`src/rtl/reg_dump_reader_pkg.sv`:
```
// ============================================================================
// Module      : reg_dump_reader_pkg
// Description : Shared widths and state encoding for the register-file dump
//               reader, reusable by the core top level.
// Revision    : 1.0 - initial release
// ============================================================================
`default_nettype none

package reg_dump_reader_pkg;

    localparam int C_DATA_W = 16;
    localparam int C_ADDR_W = 4;
    localparam int C_NREGS  = 1 << C_ADDR_W;

    localparam logic [2:0] C_ST_IDLE   = 3'd0;
    localparam logic [2:0] C_ST_READ   = 3'd1;
    localparam logic [2:0] C_ST_SEND_A = 3'd2;
    localparam logic [2:0] C_ST_SEND_B = 3'd3;
    localparam logic [2:0] C_ST_DONE   = 3'd4;

    typedef enum logic [2:0] {
        ST_IDLE   = C_ST_IDLE,
        ST_READ   = C_ST_READ,
        ST_SEND_A = C_ST_SEND_A,
        ST_SEND_B = C_ST_SEND_B,
        ST_DONE   = C_ST_DONE
    } state_t;

endpackage

`default_nettype wire

```
`src/rtl/reg_dump_reader.sv`:
```
// ============================================================================
// Module      : reg_dump_reader
// Description : Walks an inclusive register range two registers per read and
//               streams each word out on a valid/ready port tagged by address.
// Revision    : 1.0 - initial release
// ============================================================================
`default_nettype none

module reg_dump_reader
    import reg_dump_reader_pkg::*;
#(
    parameter int DATA_W = C_DATA_W,
    parameter int ADDR_W = C_ADDR_W
) (
    input  logic              clk,
    input  logic              rst,
    input  logic              start,
    input  logic [ADDR_W-1:0] first_addr,
    input  logic [ADDR_W-1:0] last_addr,
    output logic              busy,
    output logic              done,
    output logic              core_hold,
    output logic [ADDR_W-1:0] rf_rs,
    output logic [ADDR_W-1:0] rf_rt,
    input  logic [DATA_W-1:0] rf_rout1,
    input  logic [DATA_W-1:0] rf_rout2,
    output logic [DATA_W-1:0] m_data,
    output logic [ADDR_W-1:0] m_addr,
    output logic              m_valid,
    input  logic              m_ready,
    output logic              m_last
);

    localparam int CNT_W = ADDR_W + 1;

    state_t              state_q,     state_d;
    logic [ADDR_W-1:0]   addr_q,      addr_d;
    logic [CNT_W-1:0]    remaining_q, remaining_d;
    logic [DATA_W-1:0]   buf_a_q,     buf_a_d;
    logic [DATA_W-1:0]   buf_b_q,     buf_b_d;
    logic                busy_q,      busy_d;
    logic                done_q,      done_d;
    logic                m_valid_q,   m_valid_d;
    logic                m_last_q,    m_last_d;
    logic [ADDR_W-1:0]   rf_rs_q,     rf_rs_d;
    logic [ADDR_W-1:0]   rf_rt_q,     rf_rt_d;
    logic [DATA_W-1:0]   m_data_q,    m_data_d;
    logic [ADDR_W-1:0]   m_addr_q,    m_addr_d;
    logic                w_accept;
    logic                w_last_word;

    assign w_accept    = m_valid_q && m_ready;
    assign w_last_word = (remaining_q == CNT_W'(1));

    always_comb begin
        state_d     = state_q;
        addr_d      = addr_q;
        remaining_d = remaining_q;
        buf_a_d     = buf_a_q;
        buf_b_d     = buf_b_q;

        case (state_q)
            ST_IDLE: begin
                if (start) begin
                    addr_d      = first_addr;
                    // The ADDR_W-wide difference wraps, so reversed ranges run through the top.
                    remaining_d = {1'b0, last_addr - first_addr} + CNT_W'(1);
                    state_d     = ST_READ;
                end
            end
            ST_READ: begin
                buf_a_d = rf_rout1;
                buf_b_d = rf_rout2;
                state_d = ST_SEND_A;
            end
            ST_SEND_A: begin
                if (w_accept) begin
                    if (w_last_word) begin
                        state_d = ST_DONE;
                    end else begin
                        remaining_d = remaining_q - CNT_W'(1);
                        state_d     = ST_SEND_B;
                    end
                end
            end
            ST_SEND_B: begin
                if (w_accept) begin
                    if (w_last_word) begin
                        state_d = ST_DONE;
                    end else begin
                        remaining_d = remaining_q - CNT_W'(1);
                        addr_d      = addr_q + ADDR_W'(2);
                        state_d     = ST_READ;
                    end
                end
            end
            ST_DONE: state_d = ST_IDLE;
            default: state_d = ST_IDLE;
        endcase

        // Outputs are registered, so they are decoded from the next state.
        busy_d    = (state_d != ST_IDLE);
        done_d    = (state_d == ST_DONE);
        m_valid_d = (state_d == ST_SEND_A) || (state_d == ST_SEND_B);
        m_last_d  = m_valid_d && (remaining_d == CNT_W'(1));
        rf_rs_d   = '0;
        rf_rt_d   = '0;
        m_data_d  = '0;
        m_addr_d  = '0;
        if (state_d == ST_READ) begin
            rf_rs_d = addr_d;
            rf_rt_d = addr_d + ADDR_W'(1);
        end
        if (state_d == ST_SEND_A) begin
            m_data_d = buf_a_d;
            m_addr_d = addr_d;
        end else if (state_d == ST_SEND_B) begin
            m_data_d = buf_b_d;
            m_addr_d = addr_d + ADDR_W'(1);
        end
    end

    always_ff @(posedge clk) begin
        if (rst) begin
            state_q     <= ST_IDLE;
            addr_q      <= '0;
            remaining_q <= '0;
            buf_a_q     <= '0;
            buf_b_q     <= '0;
            busy_q      <= 1'b0;
            done_q      <= 1'b0;
            m_valid_q   <= 1'b0;
            m_last_q    <= 1'b0;
            rf_rs_q     <= '0;
            rf_rt_q     <= '0;
            m_data_q    <= '0;
            m_addr_q    <= '0;
        end else begin
            state_q     <= state_d;
            addr_q      <= addr_d;
            remaining_q <= remaining_d;
            buf_a_q     <= buf_a_d;
            buf_b_q     <= buf_b_d;
            busy_q      <= busy_d;
            done_q      <= done_d;
            m_valid_q   <= m_valid_d;
            m_last_q    <= m_last_d;
            rf_rs_q     <= rf_rs_d;
            rf_rt_q     <= rf_rt_d;
            m_data_q    <= m_data_d;
            m_addr_q    <= m_addr_d;
        end
    end

    assign busy      = busy_q;
    assign core_hold = busy_q;
    assign done      = done_q;
    assign m_valid   = m_valid_q;
    assign m_last    = m_last_q;
    assign rf_rs     = rf_rs_q;
    assign rf_rt     = rf_rt_q;
    assign m_data    = m_data_q;
    assign m_addr    = m_addr_q;

endmodule

`default_nettype wire

```
`config.mk`:
```
export PLATFORM = sky130hd
export DESIGN_NAME = reg_dump_reader
export DESIGN_NICKNAME = d
export VERILOG_FILES = /design/src/rtl/reg_dump_reader_pkg.sv /design/src/rtl/reg_dump_reader.sv
export SDC_FILE = /design/constraint.sdc
export NUM_CORES = 1
export LEC_CHECK = 0
export CAP_MARGIN = 20
export CORE_MARGIN = 1
export CORE_UTILIZATION = 49
export CTS_BUF_LIST = sky130_fd_sc_hd__clkbuf_16
export DETAILED_ROUTE_END_ITERATION = 12
export PLACE_DENSITY = 0.82
export SYNTH_ARGS = -nofsm -noshare
export SYNTH_HDL_FRONTEND = slang
export SYNTH_SLANG_ARGS = --single-unit
```
`constraint.sdc`:
```
create_clock -name clk -period 2.7 [get_ports clk]
set_clock_uncertainty 0.15 [all_clocks]
set_input_delay 0.405 -clock clk [delete_from_list [all_inputs] [get_ports clk]]
set_output_delay 0.405 -clock clk [all_outputs]
set_load 0.02 [all_outputs]
```
# Word level (Yosys, flattened, before mapping)

Cells that the tools add are included.

Register bits after elaboration: 76
Logic and storage cells: 55

$add $sub $neg: 5
Bitwise logic cells: 1
Equal/unequal tests: 9
Reductions and logical operators: 7
Multiplexer cells: 20

Operators with widths:

| kind                | count |
|---|---|
| $mux 16             | 4 |
| $mux 4              | 5 |
| $mux 3              | 5 |
| $mux 5              | 3 |
| $eq 3x2->1 const B  | 4 |
| $pmux 3 s4          | 1 |
| $eq 5x1->1 const B  | 2 |
| $pmux 5 s2          | 1 |
| $pmux 4 s2          | 1 |
| $eq 3x1->1 const B  | 2 |
| $add 4x1->5 const B | 1 |
| $sub 5x1->5 const B | 1 |
| $add 4x1->4 const B | 1 |
| $add 4x2->4 const B | 1 |
| $reduce_or 2->1     | 2 |
| $sub 4x4->4         | 1 |
| $eq 3x3->1 const B  | 1 |
| $logic_not 3->1     | 1 |
| $reduce_bool 3->1   | 1 |
| $logic_and 1x1->1   | 2 |
| $logic_or 1x1->1    | 1 |
| $not 1->1           | 1 |

# Depth between registers and ports, before layout

Gate-level depths: netlist (run 1).

Depth after elaboration: 7
Depth in mapped cells: 10
Depth with buffers taken out: 10

# Least setup slack after synthesis (run 1)

OpenSTA, ideal clock, no wires.

Path type: input-to-reg
Start: input port last_addr[0]
End: register m_last_q (netlist: m_last)
Data arrival time: 1.925 ns
Setup time: 0.088 ns
Stages on the path: 10
Slack: 0.537 ns
Path through: inv_1 > ha_1 > inv_1 > fa_1 > ha_1 > xnor2_1 > o22ai_1 > a21oi_1 > nand2_1 > nor4_2

Cells in the longest elaborated chain, start to end: 6

RTL lines:

| item                   | line                   | source |
|---|---|---|
| start: declaration     | reg_dump_reader.sv:19  | `input logic [ADDR_W-1:0] last_addr,` |
| $sub 4x4->4            | reg_dump_reader.sv:67  | `remaining_d = {1'b0, last_addr - first_addr} + CNT_W'(1);` |
| $add 4x1->5            | reg_dump_reader.sv:67  |  |
| $mux 5                 | reg_dump_reader.sv:64  | `if (start) begin` |
| $pmux 5 s2             | reg_dump_reader.sv:62  | `case (state_q)` |
| $eq 5x1->1             | reg_dump_reader.sv:105 | `m_last_d = m_valid_d && (remaining_d == CNT_W'(1));` |
| $logic_and 1x1->1      | reg_dump_reader.sv:105 |  |
| end signal: assignment | reg_dump_reader.sv:147 | `m_last_q <= m_last_d;` |
| end: declaration       | reg_dump_reader.sv:44  | `logic m_last_q, m_last_d;` |

No other way between the ends.
A chain may end at the register's enable or synchronous reset.

# Worst setup path in the final report (run 1)

Same ends and word-level chain as after synthesis.

==> results of run 1 <==
==> worst max path at each step <==
stage / start / endpoint / slack [ns]
floorplan: last_addr[0] / m_last / 0.54
CTS: last_addr[0] / m_last / 0.23
finish: last_addr[0] / m_last / 0.19
global route: last_addr[0] / m_last / 0.11
detailed placement: last_addr[0] / m_last / -0.11
global placement: last_addr[0] / m_last / -0.01
==> power by group <==
group | leakage, uW | internal [uW] | switching [uW] | total (uW)
clock | 0.000159 | 825 | 495 | 1320
combinational | 0.000858 | 199 | 237 | 436
sequential | 0.000618 | 1180 | 38.9 | 1220
total | 0.00163 | 2210 | 771 | 2980
==> final cells by class <==
class                      count  area (um^2)  area share (%)
clock inverter                 7        105.1           2.497
inverter                      11        41.29          0.9810
tap                           75        93.84           2.229
sequential                    76         1521           36.15
timing repair buffer          85        828.3           19.68
clock buffer                   9        225.2           5.351
multi-input combinational    234         1394           33.12
==> stage by stage <==
stage          utilization [%]  setup WS, ns  hold slack, ns  std cells
6_report                 70.26        0.1893          0.3158        497
5_1_grt                  70.26        0.1075          0.3292        497
4_1_cts                  70.26        0.2266          0.3116        497
3_5_place_dp             64.75       -0.1063          0.3033        481
3_3_place_gp             64.75      -0.01128          0.2949        481
2_1_floorplan                -        0.5373          0.2899        344
==> synth_stat cells, drive strengths merged, types with 2 or more instances <==
library cell	count	area (um^2)
a21oi	40	200.2
a22o	16	140.1
a311oi	2	23.77
a31oi	3	18.77
and2	2	12.51
and3	2	12.51
buf	11	73.81
clkbuf	12	45.04
dfxtp	76	1521
ha	8	100.1
inv	11	41.29
nand2	77	289.0
nand2b	3	26.27
nand3	8	40.04
nand3b	2	27.53
nor2	22	82.58
nor2b	3	18.77
nor3	5	36.29
nor4	3	25.02
nor4b	2	38.78
o211ai	2	15.01
o21ai	4	20.02
o22ai	3	18.77
or3	3	18.77
or4	2	15.01
or4b	2	23.77
xnor2	3	26.28
xor2	3	26.28
==> worst reg2reg max path, stage by stage (launching register included) <==
cell,delay (ns)
dfxtp_1,0.42
ha_1,0.21
nor4b_4,0.46
or4_1,0.20
and4_4,0.25
inv_1,0.05
ha_1,0.21
o21a_1,0.20
o21ai_0,0.12
==> flip-flops by register name, summed over array words and instances, names as in the netlist, 3 cells and up <==
signal,count
buf_b_q,16
m_data,16
remaining_q,5
rf_rt,4
addr_q,4
rf_rs,4
m_addr,4
buf_a_q,16
state_q,3
==> layout by cell type (no fill, tap or decap), types with 2 or more instances in the layout <==
cell type / synthesis / layout
a31oi_1: 3 / 3
or4_1: 2 / 2
nand2_1: 77 / 77
o22ai_1: 3 / 3
inv_1: 11 / 11
o21ai_0: 4 / 4
xor2_1: 3 / 3
inv_6: 0 / 3
nor2_1: 22 / 21
clkbuf_16: 0 / 9
nor3_1: 4 / 4
ha_1: 8 / 8
o211ai_1: 2 / 2
nor2b_1: 3 / 3
dfxtp_1: 76 / 76
a21oi_1: 40 / 40
nand2b_1: 2 / 2
bufinv_16: 0 / 2
nand3_1: 8 / 8
and2_1: 2 / 2
clkdlybuf4s50_1: 0 / 76
or3_1: 3 / 3
xnor2_1: 3 / 3
a22o_1: 16 / 16
buf_4: 3 / 9
nor4_1: 2 / 2
and3_1: 2 / 2
==> cells by family (layout without fill, tap and decap cells) <==
family / after synthesis / count (layout)
buffers and inverters: 34 / 112
AO/OA/AOI/OAI: 79 / 79
AND/OR/NAND/NOR: 140 / 140
adder cells (fa/ha/maj): 9 / 9
flip-flops: 76 / 76
XOR/XNOR: 6 / 6
==> per-layer routing <==
metal / routed length, um / part of all wire (%)
met1: 3225 / 43
met2: 3653 / 49
met3: 370 / 5.0
met5: 0 / 0
met4: 177 / 2.4
==> key figures, run 1 <==
Clock network
  • CTS HTree Levels: 3
  • Post CTS Setup Buffer Count: 0
  • Root buf cell: clkbuf_16
  • CTS tree: built
  • CTS buffer count: 9
  • Clock sink count: 76
  • CTS Hold Bufs: 0
  • Resized cells post-CTS: 0
  • Clk Latency, worst-skew pair: around 0.33 ns
  • Clock Path Buffers: 2
  • Worst-path clk slew: roughly 0.060 ns

Critical path
  • Setup crit start kind: input pin
  • Worst Path Arrival: 2.60 ns
  • WP buf/inv: 3
  • RR Startpoint: remaining_q[0]
  • CP Capture Type: flop
  • Reg2Reg Setup Slack: about 0.35 ns
  • Top delay family on crit path: adder cells
  • Cell depth of the worst flop-to-flop path: 8
  • CP Class: input pin to flop
  • Worst EP required: between 2 and 3 ns
  • Slowest cell on the critical path: clkdlybuf4s50_1
  • CP Max Fanout: 2
  • RR Endpoint: m_addr[2]
  • Critical-path cell list: clkdlybuf4s50_1, inv_1, ha_1, inv_1, fa_1, ha_1, xnor2_1, o22ai_1, a21oi_1, nand2_1, nor4_2
  • Crit path largest cell delay: around 0.45 ns
  • Worst path depth: 11

Route
  • DRC viols: 0
  • Routed wire length: approximately 7400 um
  • Routed Antenna Nets: 0
  • WL/cell: roughly 15 um
  • DR vias/cell: 5.517
  • DRT Pass-1 Iters: 6
  • Initial DRC Count: ~190
  • Via count: between 2000 and 3000

Cells and area
  • Ratio of cells with drive above 1 in the final layout: just under 9%
  • Final Cell Area: roughly 4200 um^2
  • Syn-to-layout area delta: 36.97%
  • Fill cell count: between 400 and 500
  • # diodes: 0
  • Nets: 470

Hold path
  • Worst hold start: buf_b_q[7]
  • Hold Crit Class: flop to flop
  • Worst Hold Path Cells: 2
  • Hold path endpoint: buf_b_q[7]

Global route
  • Met1 usage: 29.95%
  • First-pass GRT wire length: roughly 12000 um
  • Layer with the highest usage: met2
  • Vias in the first global route: between 2000 and 3000
  • Global-route met3 utilization: ~5.3%
  • Initial antenna violation count: 0
  • Total Routing Usage GR: 23.79%
  • Gr ovfl total: 0
  • Routing usage on met2: approximately two fifths
  • Pin count of the biggest net entering global routing: between 40 and 50

Synthesis
  • Xor/xnor cell area share of the yosys netlist: 1.710%
  • Seq/Total Area, Yosys: about half
  • Number of synthesized flops with an enable pin: 0
  • Synth Area per Inst: ~8.9 um^2
  • Yosys warns: 0
  • Post-Synth Adder-Cell Area: under 10%
  • Yosys reg bits: 76
  • Syn nets: about 400
  • Simple logic cell fraction of the synthesized area: approximately 23%
  • Multiplexer share of the synthesized area: 0%
  • Async S/R FF share, synth: 0%
  • Synthesized cell area: slightly above 3000 um^2
  • Ys flop type: dfxtp_1
  • Compound-Gate Fraction of Synth Area: 16.78%
  • Post-synth cell types: between 50 and 60
  • Largest family of logic cells by synthesized area: simple AND/OR/NAND/NOR gates
  • Post-Synthesis Cells: 344

Pwr
  • Leakage: about 0.0016 uW
  • VDD IR max: between 0.0006 and 0.0007 V
  • Pwr dens: 707.4 nW/um^2
  • Tot Pwr: 2977 uW

Timing
  • Fin crit period: 2.511 ns
  • Max Freq: between 300 and 400 MHz
  • RSZ-0062 raised after global routing: no
  • Max-slew violation count: 0
  • Fin. Hold Viols: 0
  • Sum Neg Setup Slack: 0 ns
  • Final Setup Violations: 0
  • Worst relative slew slack: between 50% and 60%
  • Fin crit share: 92.99%
  • Worst slew pin tran: between 0.6 and 0.7 ns

Die
  • Starting Density: 51.29%
  • CORE AREA: around 6000 um^2
  • I/O Pins: just under 80
  • FP Rows: 28
  • Die Span Y: between 80 and 90 um
  • Die area: roughly 6600 um^2
  • Chip Width: about 80 um

Flow run
  • Max-cap viol count: 0

Placed design
  • Routability Congestion: 0.8793
  • Hpwl dp: slightly above 5000 um
  • I/O Buffers: 76
  • Area post-placement: 3879 um^2

Run status
  • Outcome: finished clean
(Power assumes the default switching activity.)
==> run 2, diff against run 1 <==
--- a/config.mk
+++ b/config.mk
@@ -8,2 +8,3 @@
 export CAP_MARGIN = 20
+export CORE_ASPECT_RATIO = 0.9
 export CORE_MARGIN = 1
==> constraint.sdc (replaced) <==
create_clock -name clk -period 2.7 [get_ports clk]
set_clock_uncertainty 0.15 [all_clocks]
set_input_delay 0.54 -clock clk [delete_from_list [all_inputs] [get_ports clk]]
set_output_delay 0.54 -clock clk [all_outputs]
set_load 0.02 [all_outputs]
==> run 2 against run 1 <==
  * Register-to-register slack gained 0.02 ns
  * Sequential cell count is the same
  * Global-route usage shrank 0.33 points
  * Sequential power is essentially flat
  * Die area is essentially flat
  * Wire length shrank 0.38%
  * Non-clock buffer count grew 5
  * Total power shrank 2.7%
  * Worst setup slack lost 0.072 ns
  * Critical path type unchanged
==> key figures, run 2 (synthesized netlist as in run 1, its figures left out) <==
Run status
  • Outcome: finished clean

Route
  • WL met1: 3355 um (+4.0%)
  • DR vias/cell: 5.436 (-1.5%)
  • Metal2 WL: 3496 um (-4.3%)
  • WL/cell: 14.95 um (about the same)
  • Uppermost routed layer: met4
  • Routed Antenna Nets: 0 (unchanged)
  • Routed wire length: 7398 um (-0.38%)
  • DR WL met3: 351 um (-5.1%)
  • DRT Pass-1 Iters: 4 (-2)
  • Initial DRC Count: 157 (-18%)
  • Via count: 2691 (-1.9%)
  • DRC viols: 0 (unchanged)

Clock network
  • CTS buffer count: 9 (unchanged)
  • Root buf cell: clkbuf_16
  • CTS HTree Levels: 3 (unchanged)
  • Clock sink count: 76 (unchanged)
  • Worst-path clk slew: 0.05 ns (about the same)
  • CTS Hold Bufs: 0 (unchanged)
  • Clk Latency, worst-skew pair: 0.33 ns (about the same)
  • Clock Path Buffers: 2 (unchanged)
  • CTS tree: built

Global route
  • Pin count of the biggest net entering global routing: 38 (-12%)
  • Gr ovfl total: 0 (unchanged)
  • Initial antenna violation count: 0 (unchanged)
  • First-pass GRT wire length: 11880 um (-0.12%)
  • Total Routing Usage GR: 23.46% (-0.33 points)
  • Vias in the first global route: 2534 (-1.1%)

Pwr
  • Pwr dens: 686.0 nW/um^2 (-3.0%)
  • Tot Pwr: 2897 uW (-2.7%)
  • Leakage: 0.001650 uW (+0.92%)
  • VDD IR max: 0.0006533 V (+2.5%)

Timing
  • Worst relative slew slack: 60.08% (+0.65 points)
  • Fin. Hold Viols: 0 (unchanged)
  • Max-slew violation count: 0 (unchanged)
  • Final Setup Violations: 0 (unchanged)
  • Hold slack final: 0.3096 ns (-0.006218 ns)
  • RSZ-0062 raised after global routing: no
  • Worst slew pin tran: 0.5988 ns (-0.009732 ns)
  • Max Freq: 387.1 MHz (-2.8%)
  • Fin crit period: 2.583 ns (+0.07239 ns)
  • Fin crit share: 95.67% (+2.7 points)

Placed design
  • Hpwl dp: 5046 um (-0.69%)
  • I/O Buffers: 76 (unchanged)
  • Routability Congestion: 0.8824 (+0.35%)

Die
  • Chip Width: 85.48 um (+5.3%)
  • Die Span Y: 77.13 um (-5.0%)
  • CORE AREA: 5856 um^2 (-2.3%)
  • Die area: 6593 um^2 (about the same)
  • FP Rows: 26 (-7.1%)
  • Starting Density: 52.48% (+1.2 points)
  • I/O Pins: 77 (unchanged)

Critical path
  • CP Class: input pin to flop
  • Setup crit start kind: input pin
  • Worst Path Arrival: 2.67 ns (+0.07 ns)
  • Worst EP required: 2.79 ns (about the same)
  • Crit path largest cell delay: 0.54 ns (+0.09 ns)
  • Slowest cell on the critical path: fa_1
  • Critical-path cell list: clkdlybuf4s50_1, ha_1, inv_2, fa_1, ha_2, xnor2_1, o22ai_1, a21oi_1, nand2_1, nor4_2
  • CP Capture Type: flop
  • CP Max Fanout: 2 (unchanged)

Cells and area
  • Commonest non-fill, non-tap cell in the layout: nand2_1
  • Commonest cells after routing, fill and taps aside: nand2_1, dfxtp_1, clkdlybuf4s50_1, a21oi_1, nor2_1
  • Ratio of cells with drive above 1 in the final layout: 10.12% (+1.3 points)
  • Nets: 475 (+1.1%)
  • # diodes: 0 (unchanged)
  • Finished Core Util: 72.12% (+1.9 points)
  • Syn-to-layout area delta: 37.42%

Flow run
  • Max-cap viol count: 0 (unchanged)

Hold path
  • Hold Crit Class: flop to flop
run 2: cell types whose count changed in the layout (fill, tap and decap cells not counted):
cell        delta
ha_1           -1
a221oi_2       +1
inv_6          -3
buf_4          +5
ha_2           +1
inv_8          -1
a221oi_1       -1
clkinv_2       +2
inv_1          -1
clkinv_4       +1
inv_2          +1
clkinvlp_4     -1
run 2: worst paths after layout:
path / start / end / slack, ns / cells after the start
max reg2reg: state_q[1] / m_addr[2] / 0.37 / 7
min reg2reg: buf_b_q[8] / buf_b_q[8] / 0.31 / 2
min: buf_b_q[8] / buf_b_q[8] / 0.31 / 2
max: first_addr[0] / m_last / 0.12 / 10
run 2: area by class of cell:
cell class	instances	area, um^2
inverters	11	41.29
well taps	70	87.58
multi-input cells	234	1403
repair buffers	90	865.8
fillers	439	1633
flip-flops and latches	76	1521
clock inverters	5	78.83
clock buffers	9	225.2
run 2: timing repair:
| item | 4_1_cts | 5_1_grt |
|---|---|---|
| setup endpoints to repair | 0 | 1 |
| setup buffers | 0 | 1 |
| resized for setup | 0 | 3 |
run 2: metrics by stage:
step / area [um^2] / instances / setup slack, ns / setup TNS, ns
2_1_floorplan: 3073 / 344 / 0.4023 / 0
3_3_place_gp: 3902 / 480 / -0.1479 / -0.2226
3_5_place_dp: 3902 / 480 / -0.2444 / -0.4604
4_1_cts: 4207 / 494 / 0.09564 / 0
5_1_grt: 4223 / 495 / 0.008975 / 0
6_report: 4223 / 495 / 0.1169 / 0
run 2: per-layer routing:
layer	track usage [%]	up-vias
li1	-	1339
met1	30.47	1246
met2	36.56	86
met3	6.889	20
met4	9.333	0
met5	0	-
run 2: power by group:
part           internal [uW]  switching [uW]  leakage (uW)  total (uW)
registers               1180            39.9      0.000618        1220
logic                    213             236      0.000881         449
clock network            796             429      0.000151        1230
total                   2190             706       0.00165        2900
run 2: worst max-delay path: cells and delay by family:
family	cells	cell delay, ns
AND/OR/NAND/NOR	2	0.29
buffers and inverters	2	0.55
XOR/XNOR	1	0.11
adder cells (fa/ha/maj)	3	0.91
AO/OA/AOI/OAI	2	0.26
==> run 3, diff against run 2 <==
ABC_AREA = 1   (was not set)
PLACE_DENSITY = 0.81   (was 0.82)
clock period = 2.5 ns   (was 2.7 ns; I/O delays follow)
==> run 3 against run 2 <==
  * Sequential power grew 9.8%
  * Wire length shrank 2.4%
  * Global-route usage shrank 1.0 points
  * Design area grew 3.7%
  * Critical endpoint unchanged
  * Largest cell class unchanged
==> key figures, run 3 <==
Pwr
  • VDD IR max: 0.0004725 V (-28%)
  • Leakage: 0.001932 uW (+17%)
  • Tot Pwr: 3266 uW (+13%)
  • Pwr dens: 745.8 nW/um^2 (+8.7%)

Critical path
  • WP buf/inv: 3 (+1)
  • Reg2Reg Setup Slack: 0.37 ns (about the same)
  • Critical-path cell list: clkdlybuf4s50_1, inv_1, ha_2, inv_2, fa_1, ha_2, nand2_1, o21ai_0, nor2_1, nand4_1, nor2_1
  • CP Class: input pin to flop
  • Top delay family on crit path: adder cells
  • CP Capture Type: flop
  • CP Max Fanout: 2 (unchanged)
  • Worst EP required: 2.61 ns (-0.18 ns)
  • RR Startpoint: remaining_q[1]
  • Slowest cell on the critical path: fa_1
  • Setup crit start kind: input pin
  • Worst Path Arrival: 2.45 ns (-0.22 ns)
  • Crit path largest cell delay: 0.54 ns (about the same)
  • Critical Path Start: last_addr[0]

Die
  • I/O Pins: 77 (unchanged)
  • Chip Width: 87.82 um (+2.7%)
  • CORE AREA: 6250 um^2 (+6.7%)
  • Die area: 6959 um^2 (+5.6%)
  • Starting Density: 51.97% (-0.51 points)
  • FP Rows: 27 (+3.8%)
  • Die Span Y: 79.24 um (+2.7%)

Global route
  • First-pass GRT wire length: 12120 um (+2.0%)
  • Total Routing Usage GR: 22.45% (-1.0 points)
  • Initial antenna violation count: 0 (unchanged)
  • Pin count of the biggest net entering global routing: 33 (-13%)
  • Vias in the first global route: 2754 (+8.7%)
  • Gr ovfl total: 0 (unchanged)

Route
  • Routed Antenna Nets: 0 (unchanged)
  • WL/cell: 11.94 um (-20%)
  • Routed wire length: 7222 um (-2.4%)
  • Via count: 2931 (+8.9%)
  • DR vias/cell: 4.845 (-11%)
  • DRT Pass-1 Iters: 4 (unchanged)
  • DRC viols: 0 (unchanged)
  • Initial DRC Count: 144 (-8.3%)

Timing
  • Final Setup Violations: 0 (unchanged)
  • Fin crit share: a little over nine tenths
  • Max Freq: ~430 MHz
  • Fin. Hold Viols: 0 (unchanged)
  • Worst relative slew slack: 63.49% (+3.4 points)
  • Sum Neg Setup Slack: 0 ns (unchanged)
  • Worst slew pin tran: 0.5470 ns (-0.05185 ns)
  • Max-slew violation count: 0 (unchanged)
  • Fin crit period: 2.343 ns

Synthesis
  • Syn nets: 486 (+22%)
  • Synth top area cells: dfxtp_1, nand2_1, nor2_1
  • Ys flop type: dfxtp_1
  • Yosys top cell by area: dfxtp_1
  • Async S/R FF share, synth: 0% (unchanged)
  • Yosys reg bits: 76 (unchanged)
  • Seq/Total Area, Yosys: 46.84% (-2.7 points)
  • Yosys warns: 0 (unchanged)
  • Post-Synthesis Cells: 433 (+26%)
  • Number of synthesized flops with an enable pin: 0 (unchanged)
  • Most frequent cells after synthesis: nand2_1, dfxtp_1, nor2_1
  • Synth top area share: 46.84% (-2.7 points)
  • Cell with the most instances after synthesis: nand2_1
  • Post-synth cell types: 34 (-35%)
  • Synth Area per Inst: 7.501 um^2 (-16%)
  • Synthesized cell area: 3248 um^2 (+5.7%)

Clock network
  • CTS HTree Levels: 3 (unchanged)
  • Worst-path clk slew: 0.06 ns (about the same)
  • Clk Latency, worst-skew pair: 0.33 ns (about the same)
  • Clock Path Buffers: 2 (unchanged)
  • CTS buffer count: 9 (unchanged)
  • Clock sink count: 76 (unchanged)
  • Root buf cell: clkbuf_16
  • CTS tree: built

Cells and area
  • # diodes: 0 (unchanged)
  • Nets: 566 (+19%)
  • Ratio of cells with drive above 1 in the final layout: 12.55% (+2.4 points)
  • Commonest cells after routing, fill and taps aside: nand2_1, dfxtp_1, clkdlybuf4s50_1, nor2_1, inv_1
  • Syn-to-layout area delta: 34.82%
  • Commonest non-fill, non-tap cell in the layout: nand2_1
  • Fill cell count: 512 (+17%)

Placed design
  • I/O Buffers: 76 (unchanged)
  • Routability Congestion: 0.8698 (-1.4%)
  • Hpwl dp: 5009 um (-0.74%)

Flow run
  • Max-cap viol count: 0 (unchanged)

Run status
  • Outcome: finished clean

Hold path
  • Hold Crit Class: flop to flop
  • Worst hold start: buf_b_q[11]
## run 3: cell types whose count changed in the layout (fill, tap and decap cells not counted), moves of 6 or more
| cell | delta |
|---|---|
| inv_1 | +23 |
| nand2_1 | +49 |
| nor2_2 | +6 |
| buf_4 | -7 |
| nor2_1 | +34 |
| nand2_2 | +8 |
| a22o_1 | -16 |
| nand3_1 | +9 |
| o21ai_0 | +18 |
| a21oi_1 | -15 |
| inv_2 | +10 |
## run 3: cell families (layout without fill, tap and decap cells)
group | Yosys count | after routing | synth area share [%]
flops | 76 | 76 | 46.84
simple gates | 223 | 223 | 28.93
buf+inv | 61 | 146 | 8.782
xor+xnor | 7 | 7 | 1.888
compound gates | 57 | 57 | 9.862
fa+ha+maj | 9 | 9 | 3.698
## run 3: report_power, final
group	internal [uW]	total, uW	switching, uW
combinational	270	662	392
clock	768	1260	493
sequential	1310	1340	37.6
total	2340	3270	922
## run 3: final cells by class
type	count	area, um^2	area share, %
inverter	47	183.9	4.200
timing repair buffer	83	815.8	18.63
sequential	76	1521	34.74
multi-input combinational	296	1456	33.26
clock buffer	9	225.2	5.143
clock inverter	7	67.56	1.543
tap	87	108.9	2.486
## run 3: per-stage QoR
stage / cells / utilization, % / instance area, um^2 / setup WS (ns) / hold slack (ns)
6_report: 605 / 70.07 / 4379 / 0.1570 / 0.3137
5_1_grt: 605 / 70.07 / 4379 / -0.001670 / 0.3492
4_1_cts: 605 / 69.79 / 4362 / 0.1140 / 0.3159
3_5_place_dp: 589 / 65.11 / 4069 / -0.2000 / 0.3082
3_3_place_gp: 589 / 65.11 / 4069 / -0.1615 / 0.3030
2_1_floorplan: 433 / - / 3248 / 0.4075 / 0.2939
## run 3: worst paths after layout
path         cells after the start          end
min reg2reg                      2  buf_b_q[11]
max                             11       m_last
max reg2reg                     12     rf_rt[2]
min                              2  buf_b_q[11]
## run 3: worst register-to-register path, delay by kind of cell (launching register included)
kind | cells | cell delay (ns)
compound gates | 1 | 0.07
simple gates | 6 | 0.71
flops | 1 | 0.31
buf+inv | 2 | 0.16
fa+ha+maj | 2 | 0.38
xor+xnor | 1 | 0.26
## run 3: what timing repair did
| item | CTS | global route |
|---|---|---|
| gates resized for setup | 0 | 7 |
| hold buffers | 0 | 0 |
| buffers inserted | 0 | 0 |
| endpoints found under the setup margin | 0 | 1 |
## run 3: layer usage
metal,vias to the layer above,global-route usage [%],share of wire [%]
li1,1514,-,-
met1,1329,26.88,44
met2,75,38.37,49
met3,13,5.509,5.2
met4,0,8.852,1.5
met5,-,0,0
